### config.mk
export PLATFORM = sky130hd
export DESIGN_NAME = elevator_ctrl
export DESIGN_NICKNAME = d
export VERILOG_FILES = /design/src/rtl/elevator_pkg.sv /design/src/rtl/elevator_tick_timer.sv /design/src/rtl/elevator_ctrl.sv
export SDC_FILE = /design/constraint.sdc
export NUM_CORES = 1
export LEC_CHECK = 0
export ABC_AREA = 1
export BUFFER_PORTS_ARGS = -buffer_cell sky130_fd_sc_hd__buf_4
export CAP_MARGIN = 20
export CORE_MARGIN = 10
export CORE_UTILIZATION = 45
export DETAILED_ROUTE_END_ITERATION = 7
export PLACE_DENSITY = 0.66
export SLEW_MARGIN = 5
export SYNTH_ARGS = -nofsm -noshare
export SYNTH_HDL_FRONTEND = slang
export SYNTH_SLANG_ARGS = --single-unit
export TNS_END_PERCENT = 5
### constraint.sdc
create_clock -name clk -period 1.65 [get_ports clk]
set_input_delay 0.33 -clock clk [delete_from_list [all_inputs] [get_ports clk]]
set_output_delay 0.33 -clock clk [all_outputs]
set_load 0.05 [all_outputs]
### src/rtl/elevator_pkg.sv
// Shared state encoding for the elevator car controller and the floor display block.
package elevator_pkg;

   localparam int ST_W = 2;

   localparam logic [ST_W-1:0] IDLE    = 2'd0;
   localparam logic [ST_W-1:0] MOVE_UP = 2'd1;
   localparam logic [ST_W-1:0] MOVE_DN = 2'd2;
   localparam logic [ST_W-1:0] DOOR    = 2'd3;

   typedef enum logic [ST_W-1:0] {
      S_IDLE    = IDLE,
      S_MOVE_UP = MOVE_UP,
      S_MOVE_DN = MOVE_DN,
      S_DOOR    = DOOR
   } state_t;

endpackage

### src/rtl/elevator_tick_timer.sv
// Saturating tick counter shared by travel and door dwell timing.
module tick_timer #(
   parameter int CNT_W = 8
) (
   input  logic             clk,
   input  logic             rst,
   input  logic             clr_i,
   input  logic             en_i,
   input  logic [CNT_W-1:0] limit_i,
   output logic             done_o
);

   logic [CNT_W-1:0] count_q;

   assign done_o = (count_q == (limit_i - CNT_W'(1)));

   // Count up while enabled, stop at the terminal count instead of wrapping.
   always_ff @(posedge clk or posedge rst) begin
      if (rst) begin
         count_q <= '0;
      end else if (clr_i) begin
         count_q <= '0;
      end else if (en_i && !done_o) begin
         count_q <= count_q + CNT_W'(1);
      end
   end

endmodule

### src/rtl/elevator_ctrl.sv
// Elevator car controller: latches floor calls and serves them in SCAN order.
module elevator_ctrl
   import elevator_pkg::*;
#(
   parameter int N_FLOORS   = 4,
   parameter int FLOOR_W    = 2,
   parameter int MOVE_TICKS = 50,
   parameter int DOOR_TICKS = 30,
   parameter int CNT_W      = 8
) (
   input  logic                clk,
   input  logic                rst,
   input  logic [N_FLOORS-1:0] req_pulse_i,
   output logic [FLOOR_W-1:0]  cur_floor_o,
   output logic                moving_o,
   output logic                dir_up_o,
   output logic                door_open_o,
   output logic                arrive_o,
   output logic [N_FLOORS-1:0] req_pending_o
);

   localparam logic [FLOOR_W-1:0] TOP_FLOOR = FLOOR_W'(N_FLOORS - 1);

   state_t               state_q, state_d;
   logic [FLOOR_W-1:0]   cur_floor_q, cur_floor_d;
   logic [N_FLOORS-1:0]  pending_q, pending_d;
   logic                 dir_up_q, dir_up_d;
   logic                 arrive_q, arrive_d;

   logic [N_FLOORS-1:0]  clrMask;
   logic [N_FLOORS-1:0]  doorMask;
   logic [FLOOR_W-1:0]   nextFloor;
   logic                 aboveCur;
   logic                 belowCur;
   logic                 timerClr;
   logic                 timerEn;
   logic                 timerDone;
   logic [CNT_W-1:0]     timerLimit;

   function automatic logic [N_FLOORS-1:0] floorBit(input logic [FLOOR_W-1:0] f);
      return {{(N_FLOORS-1){1'b0}}, 1'b1} << f;
   endfunction

   function automatic logic callsAbove(input logic [N_FLOORS-1:0] p,
                                       input logic [FLOOR_W-1:0]  f);
      logic r;
      r = 1'b0;
      for (int i = 0; i < N_FLOORS; i++) begin
         if (i > int'(f)) r = r | p[i];
      end
      return r;
   endfunction

   function automatic logic callsBelow(input logic [N_FLOORS-1:0] p,
                                       input logic [FLOOR_W-1:0]  f);
      logic r;
      r = 1'b0;
      for (int i = 0; i < N_FLOORS; i++) begin
         if (i < int'(f)) r = r | p[i];
      end
      return r;
   endfunction

   assign aboveCur   = callsAbove(pending_q, cur_floor_q);
   assign belowCur   = callsBelow(pending_q, cur_floor_q);
   assign timerEn    = (state_q != S_IDLE);
   assign timerLimit = (state_q == S_DOOR) ? CNT_W'(DOOR_TICKS) : CNT_W'(MOVE_TICKS);
   assign doorMask   = (state_q == S_DOOR) ? floorBit(cur_floor_q) : '0;

   // Served floor is cleared, but a fresh call for it survives; door-floor calls only hold the door.
   assign pending_d = (pending_q & ~clrMask) | (req_pulse_i & ~doorMask);

   tick_timer #(
      .CNT_W(CNT_W)
   ) u_timer (
      .clk    (clk),
      .rst    (rst),
      .clr_i  (timerClr),
      .en_i   (timerEn),
      .limit_i(timerLimit),
      .done_o (timerDone)
   );

   // Next-state decision from the registered call vector; timer restarts on every state entry or floor step.
   always_comb begin
      state_d     = state_q;
      cur_floor_d = cur_floor_q;
      dir_up_d    = dir_up_q;
      arrive_d    = 1'b0;
      timerClr    = 1'b0;
      clrMask     = '0;
      nextFloor   = cur_floor_q;
      case (state_q)
         S_IDLE: begin
            if (pending_q[cur_floor_q]) begin
               state_d  = S_DOOR;
               clrMask  = floorBit(cur_floor_q);
               arrive_d = 1'b1;
               timerClr = 1'b1;
            end else if (aboveCur && (dir_up_q || !belowCur)) begin
               state_d  = S_MOVE_UP;
               dir_up_d = 1'b1;
               timerClr = 1'b1;
            end else if (belowCur) begin
               state_d  = S_MOVE_DN;
               dir_up_d = 1'b0;
               timerClr = 1'b1;
            end
         end
         S_MOVE_UP: begin
            if (timerDone) begin
               timerClr = 1'b1;
               if (cur_floor_q == TOP_FLOOR) begin
                  state_d = S_IDLE;
               end else begin
                  nextFloor   = cur_floor_q + FLOOR_W'(1);
                  cur_floor_d = nextFloor;
                  if (pending_q[nextFloor]) begin
                     state_d  = S_DOOR;
                     clrMask  = floorBit(nextFloor);
                     arrive_d = 1'b1;
                  end else if (!callsAbove(pending_q, nextFloor)) begin
                     state_d = S_IDLE;
                  end
               end
            end
         end
         S_MOVE_DN: begin
            if (timerDone) begin
               timerClr = 1'b1;
               if (cur_floor_q == '0) begin
                  state_d = S_IDLE;
               end else begin
                  nextFloor   = cur_floor_q - FLOOR_W'(1);
                  cur_floor_d = nextFloor;
                  if (pending_q[nextFloor]) begin
                     state_d  = S_DOOR;
                     clrMask  = floorBit(nextFloor);
                     arrive_d = 1'b1;
                  end else if (!callsBelow(pending_q, nextFloor)) begin
                     state_d = S_IDLE;
                  end
               end
            end
         end
         default: begin
            if (req_pulse_i[cur_floor_q]) begin
               timerClr = 1'b1;
            end else if (timerDone) begin
               state_d  = S_IDLE;
               timerClr = 1'b1;
            end
         end
      endcase
   end

   // Car state registers; reset parks the car at floor 0 with all calls dropped.
   always_ff @(posedge clk or posedge rst) begin
      if (rst) begin
         state_q     <= S_IDLE;
         cur_floor_q <= '0;
         pending_q   <= '0;
         dir_up_q    <= 1'b1;
         arrive_q    <= 1'b0;
      end else begin
         state_q     <= state_d;
         cur_floor_q <= cur_floor_d;
         pending_q   <= pending_d;
         dir_up_q    <= dir_up_d;
         arrive_q    <= arrive_d;
      end
   end

   assign cur_floor_o   = cur_floor_q;
   assign moving_o      = (state_q == S_MOVE_UP) || (state_q == S_MOVE_DN);
   assign dir_up_o      = dir_up_q;
   assign door_open_o   = (state_q == S_DOOR);
   assign arrive_o      = arrive_q;
   assign req_pending_o = pending_q;

endmodule
=== Word level (Yosys, flattened, before mapping) ===
Index checks and enable logic that the tools add are counted.

* Reductions and logical operators: 17
* Bitwise logic cells: 14
* $add $sub $neg: 4
* Shifts and indexed selects: 3
* Muxes and demuxes: 91
* Equal/unequal tests: 13
* Magnitude comparators: 15

{| class="wikitable"
|+ Operators by type and width
! cell !! number
|-
| $mux 1 || 54
|-
| $mux 2 || 17
|-
| $mux 4 || 8
|-
| $mux 8 || 2
|-
| $ne 4x4->1 const B || 3
|-
| $pmux 4 s3 || 1
|-
| $shl 1x2->4 const A || 3
|-
| $reduce_bool 2->1 || 5
|-
| $lt 2x3->1 const B || 3
|-
| $add 8x1->8 const B || 1
|-
| $and 4x4->4 || 2
|-
| $bmux 1 s2 || 4
|-
| $eq 8x8->1 || 1
|-
| $gt 2x2->1 const A || 4
|-
| $lt 1x2->1 const A || 4
|-
| $not 4->4 || 2
|-
| $or 1x1->1 || 8
|-
| $reduce_and 7->1 || 1
|-
| $sub 6x1->7 const B || 1
|-
| $eq 2x2->1 const B || 3
|-
| $mux 6 || 1
|-
| $pmux 2 s3 || 1
|-
| $reduce_and 5->1 || 1
|-
| $gt 1x2->1 const A || 2
|-
| other kinds (18) || 25
|}

* Input port bits: 6
* Output and inout bits: 10
* Flip-flop bits (word level): 18
* Logic and storage cells: 163

=== Depth between registers and ports, before layout ===
* Depth in word-level cells: 24
* Mapped depth: 13
* Depth with buffers taken out: 13

=== By module ===
From an unflattened synthesis, not the netlist that was laid out.

* Cells, all modules: 332
* Area, all modules: 2054.5 sq um

{| class="wikitable"
|+ Modules (own cells, without submodules)
! module !! sequential area each (sq um) !! instances !! area an instance (sq um) !! cells each
|-
| elevator_ctrl || 251.5 || 1 || 1194.9 || 200
|-
| tick_timer || 200.2 || 1 || 859.6 || 132
|}

=== Worst setup path after synthesis ===
OpenSTA, ideal clock, no wires.

* Path type: reg2reg
* Start point: register cur_floor_q[0] (netlist: cur_floor_o[0])
* End point: register pending_q[2] (netlist: req_pending_o[2])
* Setup time: 0.121 ns
* Required time: 1.529 ns
* Stages on the path, launching flop included: 12
* Slack: -0.442 ns
* Buffers on the path: 0
* Period minus slack after synthesis: 2.092 ns
* Data arrival time: 1.972 ns
* Cells stage by stage: dfrtp_1 inv_2 ha_1 inv_1 nand3_1 nand3_1 inv_1 nand3_1 nand3_1 nand2_1 nand2_1 nand2_1

* Cells in the longest elaborated chain, start to end: 10
* Elaborated cells between the ends (all ways): 27
* Those cells by class: 2 x add/sub; 1 x eq/ne; 3 x shift; 15 x mux; 5 x bitwise; 1 x reduce/logical

{| class="wikitable"
|+ Ends and longest elaborated chain
! element !! RTL line !! RTL
|-
| from (decl) || elevator_ctrl.sv:25 || <nowiki>logic [FLOOR_W-1:0] cur_floor_q, cur_floor_d;</nowiki>
|-
| from (signal assigned) || elevator_ctrl.sv:167 || <nowiki>cur_floor_q <= cur_floor_d;</nowiki>
|-
| $sub 2x1->2 or $add 2x1->2 (tied branches) || elevator_ctrl.sv:134, elevator_ctrl.sv:116 ||
|-
| $bmux 1 s2 (on tied branches) || elevator_ctrl.sv:136, elevator_ctrl.sv:118 ||
|-
| $mux 1 (on tied branches) || elevator_ctrl.sv:136, elevator_ctrl.sv:118 ||
|-
| $mux 4 (on tied branches) || elevator_ctrl.sv:136, elevator_ctrl.sv:118 ||
|-
| $mux 4 (on tied branches) || elevator_ctrl.sv:131, elevator_ctrl.sv:113 ||
|-
| $mux 4 (on tied branches) || elevator_ctrl.sv:129, elevator_ctrl.sv:111 ||
|-
| $pmux 4 s3 || elevator_ctrl.sv:93 || <nowiki>case (state_q)</nowiki>
|-
| $not 4->4 || elevator_ctrl.sv:71 || <nowiki>assign pending_d = (pending_q & ~clrMask) | (req_pulse_i & ~doorMask);</nowiki>
|-
| $and 4x4->4 || elevator_ctrl.sv:71 ||
|-
| $or 4x4->4 * || elevator_ctrl.sv:71 ||
|-
| net pending_d[2] || elevator_ctrl.sv:26 || <nowiki>logic [N_FLOORS-1:0] pending_q, pending_d;</nowiki>
|-
| to (signal assigned) || elevator_ctrl.sv:168 || <nowiki>pending_q <= pending_d;</nowiki>
|-
| to (decl) || elevator_ctrl.sv:26 ||
|}

The timed path passes the listed nets; every way through them passes the cells marked *. The select of a mux whose other input is x is not followed.
A chain may end at the register's enable or synchronous reset.

=== Final worst setup path ===
* Start point: register cur_floor_q[0] (netlist: cur_floor_o[0])
* End point: register state_q[0]

* Cells in the longest elaborated chain, start to end: 21
* Elaborated cells between the ends (all ways): 85
* Those cells by class: 2 x add/sub; 12 x order compare; 5 x eq/ne; 53 x mux; 8 x bitwise; 5 x reduce/logical

{| class="wikitable"
|+ Ends and longest elaborated chain
! element !! RTL line !! RTL
|-
| $sub 2x1->2 or $add 2x1->2 (tied branches) || elevator_ctrl.sv:134, elevator_ctrl.sv:116 ||
|-
| $lt 1x2->1 or $gt 1x2->1 (tied branches) || elevator_ctrl.sv:59, elevator_ctrl.sv:49 ||
|-
| $mux 1 (on tied branches) || elevator_ctrl.sv:59, elevator_ctrl.sv:49 ||
|-
| $mux 1 (on tied branches) || elevator_ctrl.sv:136, elevator_ctrl.sv:118 ||
|-
| $mux 1 (on tied branches) || elevator_ctrl.sv:131, elevator_ctrl.sv:113 ||
|-
| $mux 1 (on tied branches) || elevator_ctrl.sv:129, elevator_ctrl.sv:111 ||
|-
| $mux 1 || elevator_ctrl.sv:93 ||
|-
| $or 1x1->1 (on tied branches) || elevator_ctrl.sv:59, elevator_ctrl.sv:49 ||
|-
| (+5 left out) || -- ||
|-
| $or 1x1->1 (on tied branches) || elevator_ctrl.sv:59, elevator_ctrl.sv:49 ||
|-
| $mux 1 (on tied branches) || elevator_ctrl.sv:59, elevator_ctrl.sv:49 ||
|-
| $mux 1 (on tied branches) || elevator_ctrl.sv:136, elevator_ctrl.sv:118 ||
|-
| $mux 1 (on tied branches) || elevator_ctrl.sv:131, elevator_ctrl.sv:113 ||
|-
| $mux 1 (on tied branches) || elevator_ctrl.sv:129, elevator_ctrl.sv:111 ||
|-
| $mux 1 || elevator_ctrl.sv:93 ||
|-
| $ne 4x4->1 (no source line) || -- ||
|-
| $reduce_and 7->1 (no source line) || -- ||
|-
| to (signal assigned) || elevator_ctrl.sv:166 || <nowiki>state_q <= state_d;</nowiki>
|-
| to (decl) || elevator_ctrl.sv:24 || <nowiki>state_t state_q, state_d;</nowiki>
|}

Parallel ways exist; a longest one is shown, timed or not. The select of a mux whose other input is x is not followed.

==> impl_metrics.prom <==
# TYPE chip_impl_metric gauge
chip_impl_info{name="ys_dominant_reg_cell",value="sky130_fd_sc_hd__dfrtp_1"} 1
chip_impl_metric{name="cts_max_level",unit=""} 1
chip_impl_metric{name="max-vdd-ir-drop",unit="uV"} 1535
chip_impl_metric{name="synth_sequential_area_ratio",unit=""} 0.2794
chip_impl_metric{name="pin_count",unit=""} 16
chip_impl_metric{name="timing.critical_path.slowest_cell_delay",unit="ns"} 0.60
chip_impl_metric{name="cts.sinks",unit=""} 18
chip_impl_metric{name="clkSlewWorstSetupHoldPaths",unit="ns"} 0.12
chip_impl_metric{name="antenna_left",unit=""} 0
chip_impl_metric{name="die_h",unit="um"} 79.94
chip_impl_metric{name="clockBufferDepth",unit=""} 2
chip_impl_metric{name="grt_antenna_before_repair",unit=""} 0
chip_impl_metric{name="initial_utilization",unit=""} 0.4733
chip_impl_metric{name="dr_total_vias",unit=""} 1870
chip_impl_metric{name="power.static_leakage",unit="nW"} 1.152
chip_impl_metric{name="drc",unit=""} 0
chip_impl_metric{name="achievable-frequency",unit="MHz"} 541.4
chip_impl_info{name="rr_startpoint",value="cur_floor_o[0]$_DFFE_PP0P_"} 1
chip_impl_metric{name="cp.buffers_inverters",unit=""} 2
chip_impl_metric{name="timing.final.max_slew_violations",unit=""} 0
chip_impl_metric{name="critical_path_arrival",unit="ns"} 2.06
chip_impl_metric{name="synth.top_cell.area_share",unit=""} 0.2632
chip_impl_metric{name="areaGrowthSynthToFinish",unit="%"} 46.44
chip_impl_metric{name="design.core.area",unit="sq um"} 3416
chip_impl_metric{name="finalWirelength",unit="mm"} 5.552
chip_impl_metric{name="row_count",unit=""} 21
chip_impl_metric{name="cts_hold_repair.buffers",unit=""} 0
chip_impl_metric{name="cp.required",unit="ns"} 1.86
chip_impl_metric{name="postSynth.asyncResetShare",unit=""} 1.000
chip_impl_info{name="failing_checks",value="negative setup slack"} 1
chip_impl_metric{name="report.power.total",unit="mW"} 2.737
chip_impl_metric{name="die_width",unit="um"} 79.94
chip_impl_metric{name="met3_usage",unit=""} 0.03153
chip_impl_info{name="crit_chain",value="inv_8, ha_4, inv_4, nand3_2, nand3_4, nand3_2, nor2_1, nor2_1, nand2_1, nand2_1"} 1
chip_impl_metric{name="stdcell_area",unit="sq um"} 2367
chip_impl_metric{name="hpwl_after_dpl",unit="mm"} 3.347
chip_impl_metric{name="synthesis.nets",unit=""} 261
chip_impl_info{name="layout.cells.most_common_list",value="64 x sky130_fd_sc_hd__nand2_1, 45 x sky130_fd_sc_hd__buf_4, 25 x sky130_fd_sc_hd__inv_1"} 1
chip_impl_info{name="crit_type",value="register to register"} 1
chip_impl_metric{name="antennaDiodeCount",unit=""} 0
chip_impl_metric{name="clock_skew",unit="ns"} 0.002528
chip_impl_metric{name="number_of_flops_mapped_to_enable_cells_by_yosys",unit=""} 0
chip_impl_metric{name="grt_first_pass_wirelength",unit="mm"} 7.610
chip_impl_metric{name="hold_slack",unit="ns"} 0.02490
chip_impl_metric{name="numPortBuffers",unit=""} 15
chip_impl_metric{name="reg2reg_setup_slack",unit="ns"} -0.20
chip_impl_metric{name="globalRouteMet1Util",unit=""} 0.2018
chip_impl_info{name="reg2reg_to",value="state_q[0]$_DFFE_PP0P_"} 1
chip_impl_info{name="synth_area_leaders",value="sky130_fd_sc_hd__dfrtp_1 26%, sky130_fd_sc_hd__nand2_1 18%, sky130_fd_sc_hd__ha_1 10%"} 1
chip_impl_metric{name="gp_congestion",unit=""} 0.9685
chip_impl_metric{name="grt_max_degree",unit=""} 19
chip_impl_metric{name="critical_path.max_fanout",unit=""} 7
chip_impl_metric{name="worst-slew-pin-transition",unit="ns"} 0.3999
chip_impl_metric{name="detail_route.vias_per_cell",unit=""} 5.533
chip_impl_metric{name="groute.layer.met2.usage",unit=""} 0.2159
chip_impl_metric{name="mappedNetlistArea",unit="sq um"} 1617
chip_impl_info{name="timing.critical_path.max_delay_family",value="simple AND/OR/NAND/NOR gates"} 1
chip_impl_metric{name="post_synthesis_average_cell_area",unit="sq um"} 6.680
chip_impl_metric{name="max_slew_margin",unit=""} 0.7334
chip_impl_metric{name="post_dp_cell_area",unit="sq um"} 2002
chip_impl_metric{name="floorplan.die_area",unit="sq um"} 6390
chip_impl_metric{name="number_of_global_route_vias_before_repair",unit=""} 1605
chip_impl_metric{name="final-hold-violation-count",unit=""} 0
chip_impl_metric{name="share_of_layout_cells_above_drive_strength_1",unit=""} 0.4452
chip_impl_metric{name="synth.ff_latch_count",unit=""} 18
chip_impl_metric{name="synth_cells",unit=""} 242
chip_impl_info{name="worst_hold_path_type",value="input pin to asynchronous set/reset pin"} 1
chip_impl_metric{name="maxCapViolations",unit=""} 0
chip_impl_metric{name="final_period_minus_worst_setup_slack",unit="ns"} 1.847
chip_impl_metric{name="final.period_utilization",unit=""} 1.119
chip_impl_info{name="rsz0062_at_grt",value="true"} 1
chip_impl_metric{name="pwr_density_cell",unit="nW/um^2"} 1156
chip_impl_info{name="synthDominantAreaCellType",value="sky130_fd_sc_hd__dfrtp_1"} 1
chip_impl_metric{name="route.detailed.wl_per_inst",unit="um"} 16.43
chip_impl_info{name="critical-path-slowest-cell",value="sky130_fd_sc_hd__dfrtp_4"} 1
chip_impl_metric{name="global_route.usage.total",unit=""} 0.1444
chip_impl_metric{name="ys.warnings.count",unit=""} 0
chip_impl_metric{name="drt_iter0_markers",unit=""} 221
chip_impl_metric{name="postLayoutSetupSlackWorst",unit="ns"} -0.1970
chip_impl_info{name="cts.root.buffer_cell",value="sky130_fd_sc_hd__clkbuf_4"} 1
chip_impl_metric{name="gr-total-overflow",unit=""} 0
chip_impl_metric{name="setup_viol",unit=""} 15
chip_impl_info{name="crit_path_start_kind",value="register"} 1
chip_impl_metric{name="drt_first_pass_iters",unit=""} 5
chip_impl_metric{name="netlist-cell-type-count",unit=""} 26
chip_impl_info{name="cts_tree",value="built"} 1
chip_impl_info{name="worst_setup_path_startpoint",value="cur_floor_o[0]$_DFFE_PP0P_"} 1
chip_impl_info{name="setup.worst_path.end_class",value="register"} 1
chip_impl_metric{name="worst-r2r-cell-count",unit=""} 10
chip_impl_info{name="run_status",value="finished with violations"} 1
chip_impl_metric{name="nNetsFinal",unit=""} 312
chip_impl_info{name="busiest_layer",value="met2"} 1
chip_impl_metric{name="cts-buffers-inserted",unit=""} 3
chip_impl_metric{name="worstSkewPairLatency",unit="ns"} 0.31
chip_impl_info{name="final_common_cell",value="sky130_fd_sc_hd__nand2_1"} 1
## cell usage after synthesis, types with 4 or more instances
library cell / count
sky130_fd_sc_hd__o21ai_0: 10
sky130_fd_sc_hd__nand3_1: 26
sky130_fd_sc_hd__inv_1: 31
sky130_fd_sc_hd__xor2_1: 4
sky130_fd_sc_hd__nand4_1: 4
sky130_fd_sc_hd__nand2_1: 78
sky130_fd_sc_hd__nor2_2: 5
sky130_fd_sc_hd__dfrtp_1: 17
sky130_fd_sc_hd__nand2_2: 4
sky130_fd_sc_hd__nand3_2: 5
sky130_fd_sc_hd__ha_1: 13
sky130_fd_sc_hd__nor2_1: 26
## final cells by class
cell class | instances | area (sq um)
sequential | 18 | 461.7
timing repair buffer | 46 | 349.1
multi-input combinational | 190 | 1318
inverter | 34 | 145.1
tap | 46 | 57.56
clock buffer | 4 | 36.28
fill | 277 | 1049
## stage by stage
step,utilization,TNS (ns),std cells,worst slack (ns)
2_1_floorplan,-,-0.2604,242,-0.02968
3_3_place_gp,0.5861,-0.3763,325,-0.08996
4_1_cts,0.6143,-0.05553,331,-0.02248
3_5_place_dp,0.5861,-0.2207,325,-0.06053
5_1_grt,0.6930,-2.412,338,-0.2593
6_report,0.6930,-1.424,338,-0.1970
## worst max-delay path by stage
stage / slack (ns) / endpoint / cells past startpoint
2_1_floorplan: -0.03 / cur_floor_o[0]$_DFFE_PP0P_ / 7
3_3_place_gp: -0.09 / state_q[1]$_DFFE_PP0P_ / 10
5_1_grt: -0.26 / state_q[0]$_DFFE_PP0P_ / 10
6_report: -0.20 / state_q[0]$_DFFE_PP0P_ / 10
3_5_place_dp: -0.06 / state_q[1]$_DFFE_PP0P_ / 10
4_1_cts: -0.02 / state_q[1]$_DFFE_PP0P_ / 13
## per-layer routing
| metal | wire length [um] | part of all wire |
|---|---|---|
| met5 | 0 | 0 |
| met4 | 274 | 0.049 |
| met3 | 546 | 0.098 |
| met2 | 2530 | 0.46 |
| met1 | 2201 | 0.40 |
## where the power goes
group          internal [mW]  switching (mW)  total [mW]  leakage [nW]
Sequential             0.539          0.0906       0.630         0.216
Clock                  0.135           0.161       0.295        0.0210
Combinational          0.639            1.17        1.81         0.915
Total                   1.31            1.42        2.74          1.15
## logic make-up after synthesis
group           count (synthesis)  share of synthesized area
flops                          18                     0.2794
buf+inv                        35                    0.08204
compound gates                 17                    0.06579
fa+ha+maj                      13                     0.1006
simple gates                  154                     0.4450
xor+xnor                        5                    0.02709
## sequential cells by signal, indices dropped and copies added (netlist names)
register	count
arrive_o	1
cur_floor_o	2
dir_up_o	1
req_pending_o	4
state_q	2
u_timer.count_q	8
## tightest hold or removal path, cell delays in order
cell	delay [ns]
sky130_fd_sc_hd__buf_4	0.11
sky130_fd_sc_hd__inv_1	0.04
sky130_fd_sc_hd__buf_4	0.25
## timing repair
action / CTS / global route
pin swaps: 3 / 15
gates cloned: 1 / 0
endpoints found under the hold margin: 0 / 0
resized for setup: 9 / 58
setup buffers: 1 / 7
setup endpoints to repair: 16 / 18
Note: power is estimated with default switching activity, not from simulation.
